**src/rtl/sum_pkg.sv**
```systemverilog
`default_nettype none
// ============================================================================
//  Module      : sum_pkg
//  Description : Shared definitions for the frame accumulator. Holds the
//                FSM state encodings and a constant clog2 helper used to
//                size the operand counter.
//  Ports       : none (package)
//  Revision    : 1.0  initial release
// ============================================================================
package sum_pkg;

    localparam int SUM_STATE_W = 2;

    localparam logic [SUM_STATE_W-1:0] SUM_IDLE  = 2'd0;
    localparam logic [SUM_STATE_W-1:0] SUM_ACCUM = 2'd1;
    localparam logic [SUM_STATE_W-1:0] SUM_DONE  = 2'd2;

    // Smallest width that can represent values 0..value-1.
    function automatic int sum_clog2(input int value);
        int result;
        result = 0;
        while ((1 << result) < value) begin
            result = result + 1;
        end
        return result;
    endfunction

endpackage
`default_nettype wire

```
**src/rtl/accum_add.sv**
```systemverilog
`default_nettype none
// ============================================================================
//  Module      : accum_add
//  Description : Unsigned WIDTH-bit adder with carry-out, built as a ripple
//                chain of full-adder equations.
//  Ports       : a, b  - addends (WIDTH)
//                sum   - a + b modulo 2^WIDTH
//                cout  - carry out of the top bit
//  Revision    : 1.0  initial release
// ============================================================================
module accum_add #(
    parameter int WIDTH = 4
) (
    input  logic [WIDTH-1:0] a,
    input  logic [WIDTH-1:0] b,
    output logic [WIDTH-1:0] sum,
    output logic             cout
);

    logic [WIDTH:0] w_carry;

    assign w_carry[0] = 1'b0;

    generate
        for (genvar i = 0; i < WIDTH; i++) begin : g_bit
            assign sum[i]       = a[i] ^ b[i] ^ w_carry[i];
            assign w_carry[i+1] = (a[i] & b[i]) | (w_carry[i] & (a[i] ^ b[i]));
        end
    endgenerate

    assign cout = w_carry[WIDTH];

endmodule
`default_nettype wire

```
**src/rtl/sum_frame_accum.sv**
```systemverilog
`default_nettype none
// ============================================================================
//  Module      : sum_frame_accum
//  Description : Accumulates N_OPS unsigned {cout,s} adder results from a
//                valid/ready stream into one frame total with sticky
//                overflow, presents the total on a held valid/ready port and
//                counts completed frames.
//  Ports       : clk, rst_n      - clock, async active-low reset
//                clr             - synchronous frame abort
//                in_valid/ready  - operand handshake, in_data (W+1)
//                out_valid/ready - total handshake, out_sum (ACC_W), out_ovf
//                frame_cnt       - completed-frame count (8, wraps)
//  Revision    : 1.0  initial release
// ============================================================================
module sum_frame_accum
    import sum_pkg::*;
#(
    parameter int W     = 2,
    parameter int N_OPS = 4,
    parameter int ACC_W = 4
) (
    input  logic             clk,
    input  logic             rst_n,
    input  logic             clr,
    input  logic             in_valid,
    output logic             in_ready,
    input  logic [W:0]       in_data,
    output logic             out_valid,
    input  logic             out_ready,
    output logic [ACC_W-1:0] out_sum,
    output logic             out_ovf,
    output logic [7:0]       frame_cnt
);

    localparam int c_cnt_w = sum_clog2(N_OPS + 1);
    localparam logic [c_cnt_w-1:0] c_last_cnt = c_cnt_w'(N_OPS - 1);

    generate
        if (ACC_W < W + 1) begin : g_bad_acc_w
            $error("sum_frame_accum: ACC_W must be at least W+1");
        end
        if (N_OPS < 1) begin : g_bad_n_ops
            $error("sum_frame_accum: N_OPS must be at least 1");
        end
    endgenerate

    logic [SUM_STATE_W-1:0] r_state;
    logic [SUM_STATE_W-1:0] w_next_state;

    logic [ACC_W-1:0]   r_acc;
    logic               r_ovf;
    logic [c_cnt_w-1:0] r_cnt;
    logic               r_out_valid;
    logic [ACC_W-1:0]   r_out_sum;
    logic               r_out_ovf;
    logic [7:0]         r_frame_cnt;

    logic               w_idle;
    logic               w_accept;
    logic               w_last_op;
    logic [ACC_W-1:0]   w_in_ext;
    logic [ACC_W-1:0]   w_add_a;
    logic [ACC_W-1:0]   w_add_sum;
    logic               w_add_cout;
    logic [ACC_W-1:0]   w_acc_next;
    logic               w_ovf_next;
    logic [c_cnt_w-1:0] w_cnt_next;

    assign w_idle   = (r_state == SUM_IDLE);
    assign w_accept = in_valid & in_ready;
    assign w_in_ext = ACC_W'(in_data);

    // The first operand of a frame adds onto zero, so the same adder path
    // serves both the frame start and the running accumulation; the carry
    // is necessarily zero in that case.
    assign w_add_a = w_idle ? '0 : r_acc;

    accum_add #(
        .WIDTH (ACC_W)
    ) u_accum_add (
        .a    (w_add_a),
        .b    (w_in_ext),
        .sum  (w_add_sum),
        .cout (w_add_cout)
    );

    assign w_acc_next = w_add_sum;
    assign w_ovf_next = w_idle ? 1'b0 : (r_ovf | w_add_cout);
    assign w_cnt_next = w_idle ? c_cnt_w'(1) : (r_cnt + c_cnt_w'(1));

    // True when the operand being accepted completes the frame.
    assign w_last_op = w_idle ? (N_OPS == 1) : (r_cnt == c_last_cnt);

    // ---------------------------------------------------------------- state
    always_ff @(posedge clk or negedge rst_n) begin
        if (!rst_n) begin
            r_state <= SUM_IDLE;
        end else begin
            r_state <= w_next_state;
        end
    end

    // ----------------------------------------------------------- next state
    always_comb begin
        w_next_state = r_state;
        if (clr) begin
            w_next_state = SUM_IDLE;
        end else begin
            case (r_state)
                SUM_IDLE, SUM_ACCUM: begin
                    if (w_accept) begin
                        w_next_state = w_last_op ? SUM_DONE : SUM_ACCUM;
                    end
                end
                SUM_DONE: begin
                    if (out_ready) begin
                        w_next_state = SUM_IDLE;
                    end
                end
                default: w_next_state = SUM_IDLE;
            endcase
        end
    end

    // --------------------------------------------------------- state output
    always_comb begin
        in_ready = (r_state != SUM_DONE);
    end

    // ------------------------------------------------------------- datapath
    always_ff @(posedge clk or negedge rst_n) begin
        if (!rst_n) begin
            r_acc       <= '0;
            r_ovf       <= 1'b0;
            r_cnt       <= '0;
            r_out_valid <= 1'b0;
            r_out_sum   <= '0;
            r_out_ovf   <= 1'b0;
            r_frame_cnt <= 8'd0;
        end else if (clr) begin
            r_acc       <= '0;
            r_ovf       <= 1'b0;
            r_cnt       <= '0;
            r_out_valid <= 1'b0;
            r_out_sum   <= '0;
            r_out_ovf   <= 1'b0;
        end else if (w_accept) begin
            r_acc <= w_acc_next;
            r_ovf <= w_ovf_next;
            r_cnt <= w_cnt_next;
            if (w_last_op) begin
                r_out_valid <= 1'b1;
                r_out_sum   <= w_acc_next;
                r_out_ovf   <= w_ovf_next;
            end
        end else if ((r_state == SUM_DONE) && out_ready) begin
            // Output handshake: out_sum/out_ovf keep their last values.
            r_out_valid <= 1'b0;
            r_frame_cnt <= r_frame_cnt + 8'd1;
            r_acc       <= '0;
            r_cnt       <= '0;
        end
    end

    assign out_valid = r_out_valid;
    assign out_sum   = r_out_sum;
    assign out_ovf   = r_out_ovf;
    assign frame_cnt = r_frame_cnt;

endmodule
`default_nettype wire

```
**config.mk**
```make
export PLATFORM = sky130hd
export DESIGN_NAME = sum_frame_accum
export DESIGN_NICKNAME = d
export VERILOG_FILES = /design/src/rtl/sum_pkg.sv /design/src/rtl/accum_add.sv /design/src/rtl/sum_frame_accum.sv
export SDC_FILE = /design/constraint.sdc
export NUM_CORES = 1
export LEC_CHECK = 0
export CAP_MARGIN = 20
export CORE_ASPECT_RATIO = 0.75
export CORE_MARGIN = 8
export CORE_UTILIZATION = 46
export CTS_CLUSTER_DIAMETER = 50
export CTS_CLUSTER_SIZE = 20
export DETAILED_ROUTE_END_ITERATION = 8
export PLACE_DENSITY_LB_ADDON = 0.05
export SLEW_MARGIN = 20
export SYNTH_ARGS = -nofsm -noshare
export SYNTH_HDL_FRONTEND = slang
export SYNTH_SLANG_ARGS = --single-unit
```
**constraint.sdc**
```tcl
create_clock -name clk -period 2 [get_ports clk]
set_input_delay 0.4 -clock clk [delete_from_list [all_inputs] [get_ports clk]]
set_output_delay 0.4 -clock clk [all_outputs]
set_load 0.01 [all_outputs]
```
## After elaboration in Yosys (flattened, before gate mapping)

Index checks and enable logic that the tools add are counted.

| word-level totals | value |
|---|---|
| register bits | 24 |
| output and inout port bits | 15 |
| word-level logic and storage cells | 72 |

| operators by class | value |
|---|---|
| add/sub/neg operators | 2 |
| equality and inequality tests | 7 |
| mux-type cells | 27 |
| bitwise logic cells | 18 |
| reduce and logical (&&, ||, !) cells | 10 |

Operators by type and width:

| operator | count |
|---|---|
| $mux W4 | 7 |
| $mux W3 | 4 |
| $mux W1 | 11 |
| $add A8 B1 Y8 const B | 1 |
| $mux W2 | 4 |
| $and A1 B1 Y1 | 7 |
| $ne A3 B3 Y1 const B | 2 |
| $reduce_and A2 Y1 | 3 |
| $xor A1 B1 Y1 | 6 |
| $pmux W2 S2 | 1 |
| $reduce_bool A2 Y1 | 2 |
| $add A3 B1 Y3 const B | 1 |
| $eq A3 B2 Y1 const B | 1 |
| $ne A3 B2 Y1 const B | 1 |
| $or A1 B1 Y1 | 3 |
| $reduce_and A3 Y1 | 1 |
| $reduce_bool A3 Y1 | 1 |
| $eq A2 B1 Y1 const B | 1 |
| $eq A2 B2 Y1 const B | 1 |
| $logic_not A2 Y1 | 1 |
| $ne A2 B2 Y1 const B | 1 |
| $not A1 Y1 | 2 |
| $reduce_or A2 Y1 | 1 |
| $logic_and A1 B1 Y1 | 1 |

## Longest topological paths before layout

| logic depth | value |
|---|---|
| depth after elaboration | 13 |
| depth in mapped cells | 12 |
| depth with buffers taken out | 11 |

## Cells and area by module

A second synthesis with hierarchy kept.

| second synthesis, totals | value |
|---|---|
| cell total of the unflattened synthesis | 119 |
| area total of the unflattened synthesis | 1258.7 sq um |

Modules (own cells, without submodules):

| module | instances | cells an instance | area each (sq um) |
|---|---|---|---|
| sum_frame_accum | 1 | 105 | 1148.6 |
| accum_add | 1 | 14 | 110.1 |

## Least setup slack after synthesis

Ideal clock, no wire load.

| timing | value |
|---|---|
| kind | reg-to-reg |
| from | register r_state[0] |
| to | register r_ovf |
| library setup time | 141 ps |
| arrival | 2006 ps |
| data required time | 1859 ps |
| slack | -147 ps |
| cell stages (with the launch flop) | 13 |
| clock period less this slack | 2147 ps |
| cell sequence | dfrtp_1 -> buf_2 -> nor2_1 -> nor2b_1 -> ha_1 -> inv_1 -> fa_1 -> inv_1 -> fa_1 -> ha_1 -> a21o_1 -> nand2_1 -> a21oi_1 |

| between the ends | value |
|---|---|
| cells in the longest elaborated chain, start to end | 12 |
| elaborated cells on any way between the ends | 19 |

RTL lines:

| element | RTL line | RTL |
|---|---|---|
| start: declaration | sum_frame_accum.sv:47 | `logic [SUM_STATE_W-1:0] r_state;` |
| start signal: assignment | sum_frame_accum.sv:99 | `r_state <= w_next_state;` |
| $logic_not A2 Y1 | sum_frame_accum.sv:69 | `assign w_idle = (r_state == SUM_IDLE);` |
| $mux W4 | sum_frame_accum.sv:76 | `assign w_add_a = w_idle ? '0 : r_acc;` |
| $and A1 B1 Y1 / $xor A1 B1 Y1 (equally long branches) | accum_add.sv:27 | `assign w_carry[i+1] = (a[i] & b[i]) \| (w_carry[i] & (a[i] ^ b[i]));` |
| $and A1 B1 Y1 | accum_add.sv:27 |  |
| $or A1 B1 Y1 | accum_add.sv:27 |  |
| $and A1 B1 Y1 | accum_add.sv:27 |  |
| $or A1 B1 Y1 | accum_add.sv:27 |  |
| $and A1 B1 Y1 | accum_add.sv:27 |  |
| $or A1 B1 Y1 | sum_frame_accum.sv:88 | `assign w_ovf_next = w_idle ? 1'b0 : (r_ovf \| w_add_cout);` |
| $mux W1 | sum_frame_accum.sv:88 |  |
| $mux W1 | sum_frame_accum.sv:147 | `end else if (w_accept) begin` |
| $mux W1 | sum_frame_accum.sv:140 | `end else if (clr) begin` |
| end signal: assignment | sum_frame_accum.sv:149 | `r_ovf <= w_ovf_next;` |
| end: declaration | sum_frame_accum.sv:51 | `logic r_ovf;` |

Parallel ways exist; a longest one is shown, timed or not. The select of a mux whose other input is x is not followed.
A chain may end at the register's enable or synchronous reset.

## Worst setup path in the final report

Ends and elaborated chain as after synthesis.

==> results.md <==
- Status: completed
- Leakage: 0.7507 nW
- RSZ-0062 raised after global routing: yes
- Buf/Inv on CP: 2
- I/O Buffers: 22
- Layout cells sized above 1: 18.38%
- CORE AREA: 2562 um^2
- Diode count: 0
- DIE WIDTH: 75.50 um
- TritonCTS clock tree: yes
- Hold Crit Class: primary input to asynchronous set/reset pin
- DRT iter0 DRCs: 23
- FFs w/ async S/R, synth: 100.0%
- Worst Setup End Kind: flip-flop
- Fmax: 0.5112 GHz
- Worst-Margin Slew: 0.3857 ns
- CP top delay family: adder cells
- Syn_nets: 121
- Wire length per cell: 14.93 um
- Worst-skew pair later-pin latency: 0.31 ns
- CP Launch Type: flip-flop
- Most frequent cells in the layout: dfrtp_1, clkdlybuf4s50_1, nand2_1, buf_4, nor2_1
- Setup TNS: 0 ns
- Synth Area in XOR/XNOR: 5.020%
- Peak supply drop: 0.3197 mV
- Fin. Hold Viols: 0
- Worst-path fanout max: 2
- Crit path cell chain: nor2_4 -> nor2b_1 -> ha_2 -> inv_2 -> fa_2 -> inv_2 -> fa_2 -> ha_4 -> a21o_1 -> nand2_1 -> a21oi_2
- Nets: 153
- Simple-gate share of the synthesized area: 18.65%
- Die H: 60.62 um
- Tmin final: 1.956 ns
- Htree depth: 1
- Register area share after synthesis: 49.18%
- Vias in the first global route: 944
- Max-Cap Viols: 0
- Root buffer cell: clkbuf_4
- Number of detailed-route iterations in the first pass: 3
- Total die area: 4577 um^2
- Worst EP required: 2.21 ns
- Syn-to-layout area delta: 30.12%
- Final ANT Viol Nets: 0
- Placed Cells: 166
- Post-cts hold buffer count: 0
- Drt drc: 0
- Final-report max-slew violation count: 0
- Final cell count without fillers: 172
- Vias post-DR: 879
- YS warnings: 0
- Syn Inst Count: 106
- Reg2reg path depth: 11
- Avg Inst Size Synth: 11.52 um^2
- Slew HR: 74.20%
- Synth cell types: 33
- WP data arrival: 2.17 ns
- CP max stage delay: 0.43 ns
- Sink Count: 24
- Initial core utilization: 47.66%
- Compound-gate portion of the synthesized area: 11.89%
- GRT overflow: 0
- Num CTS Buffers: 3
- Drt total wl: 2568 um
- Mapped Area: 1221 um^2
- Tot GR Track Use: 12.81%
- Adder-Cell Fraction of Synth Area: 8.402%
- Vias/cell: 5.110
- Main synth FF type: dfrtp_1
- PD cells: 505.0 nW/um^2
- Crit Path Class: flip-flop to flip-flop
- First-pass GRT wire length: 4429 um
- Slowest-stage cell, CP: dfrtp_1
- Worst-path clk slew: 0.12 ns
- Final Setup Violations: 0
- Number of core rows: 16
- Post-detail-place hpwl: 1874 um
- Gpl congestion: 0.7313
- Post-synth EDFFs: 0
- Final Cycle Share: 97.80%
- Initial antenna violation count: 0
- Clock buffer depth: 2
- I/O pin cnt: 23
- Final Skew: 0.002318 ns
- Largest family of logic cells by synthesized area: simple AND/OR/NAND/NOR gates
- Largest net degree at the start of global routing: 25
- Commonest non-fill, non-tap cell in the layout: dfrtp_1
- Seq cells post-synth: 24
- Critical path depth: 11
- Mux cell area share after synthesis: 3.279%
cells by family after synthesis:
logic type / Yosys count
AOI/OAI and AO/OA: 18
xor gates and xnor gates: 7
adders and majority gates: 7
buffers and inverters: 10
DFF: 24
muxes: 4
and+or+nand+nor: 36
report_power, final:
group	internal [mW]	switching, mW
combinational	0.0471	0.0472
clock	0.0706	0.137
sequential	0.494	0.00662
through the flow:
step	total power [mW]	utilization, %	worst slack [ns]	instance area, um^2	hold slack (ns)
after floorplan	0.5548	-	0.01207	1240	0.1044
after global placement	0.5964	59.42	-0.2320	1523	0.4578
after detailed placement	0.5979	59.42	-0.2693	1523	0.4633
after CTS	0.8111	60.40	-0.01556	1548	0.4367
after global routing	0.8502	62.01	-0.05003	1589	0.4473
final	0.8025	62.01	0.04394	1589	0.4351
layer usage:
| layer | vias up | routed length, um | share of wire [%] | track usage [%] |
|---|---|---|---|---|
| met1 | 432 | 1212 | 47 | 16.90 |
| met5 | - | 0 | 0 | 0 |
| met2 | 12 | 1205 | 47 | 20.00 |
| li1 | 432 | - | - | - |
| met4 | 0 | 12 | 0.47 | 1.635 |
| met3 | 3 | 138 | 5.4 | 4.785 |
repair_timing:
action                     4_1_cts  5_1_grt
cloned                           0        0
setup endpoints to repair        1        6
pin swaps                        0        4
setup buffers                    0        3
gates resized for setup          2        7
sequential cells by signal, indices dropped and copies added, names as in the netlist:
register / count
r_cnt: 3
r_state: 2
frame_cnt: 8
out_sum: 4
out_valid: 1
r_acc: 4
out_ovf: 1
r_ovf: 1
worst reg2reg max path, cell delays in order, from the launching register on:
cell and delay (ns):
dfrtp_1 0.43, nor2_4 0.12, nor2b_1 0.06, ha_2 0.17, inv_2 0.05, fa_2 0.18, inv_2 0.04, fa_2 0.35
ha_4 0.17, a21o_1 0.17, nand2_1 0.07, a21oi_2 0.05
synthesized netlist by cell type (2+ instances only):
cell     number  area (um^2)
a21o_1        2        15.01
buf_2         2        10.01
xnor2_1       4        35.03
o21ai_0       4        20.02
nor2_1        7        26.28
fa_1          2        40.04
nor3_1        5        25.02
ha_1          5        62.56
xor2_1        3        26.28
dfrtp_1      24        600.6
inv_1         6        22.52
nand4_1       2        12.51
nor2b_1       4        25.02
a22o_1        5        43.79
mux2i_1       4        40.04
nand2_1      10        37.54
cell type report:
| class | instances | area, um^2 |
|---|---|---|
| clock buffer | 3 | 22.52 |
| inverter | 6 | 22.52 |
| sequential | 24 | 600.6 |
| tap | 36 | 45.04 |
| multi-input combinational | 72 | 608.1 |
| fill | 229 | 973.4 |
| timing repair buffer | 31 | 290.3 |
path summary, 6_finish.rpt:
path | startpoint | to | slack (ns)
setup / recovery | r_state[0] | r_ovf | 0.04
hold / removal | rst_n | out_sum[0] | 0.44
setup reg to reg | r_state[0] | r_ovf | 0.04
hold reg to reg | frame_cnt[7] | frame_cnt[7] | 0.47
max in group asynchronous | rst_n | frame_cnt[2] | 1.33
min in group clk | frame_cnt[7] | frame_cnt[7] | 0.47
Note: power is estimated with default switching activity, not from simulation.
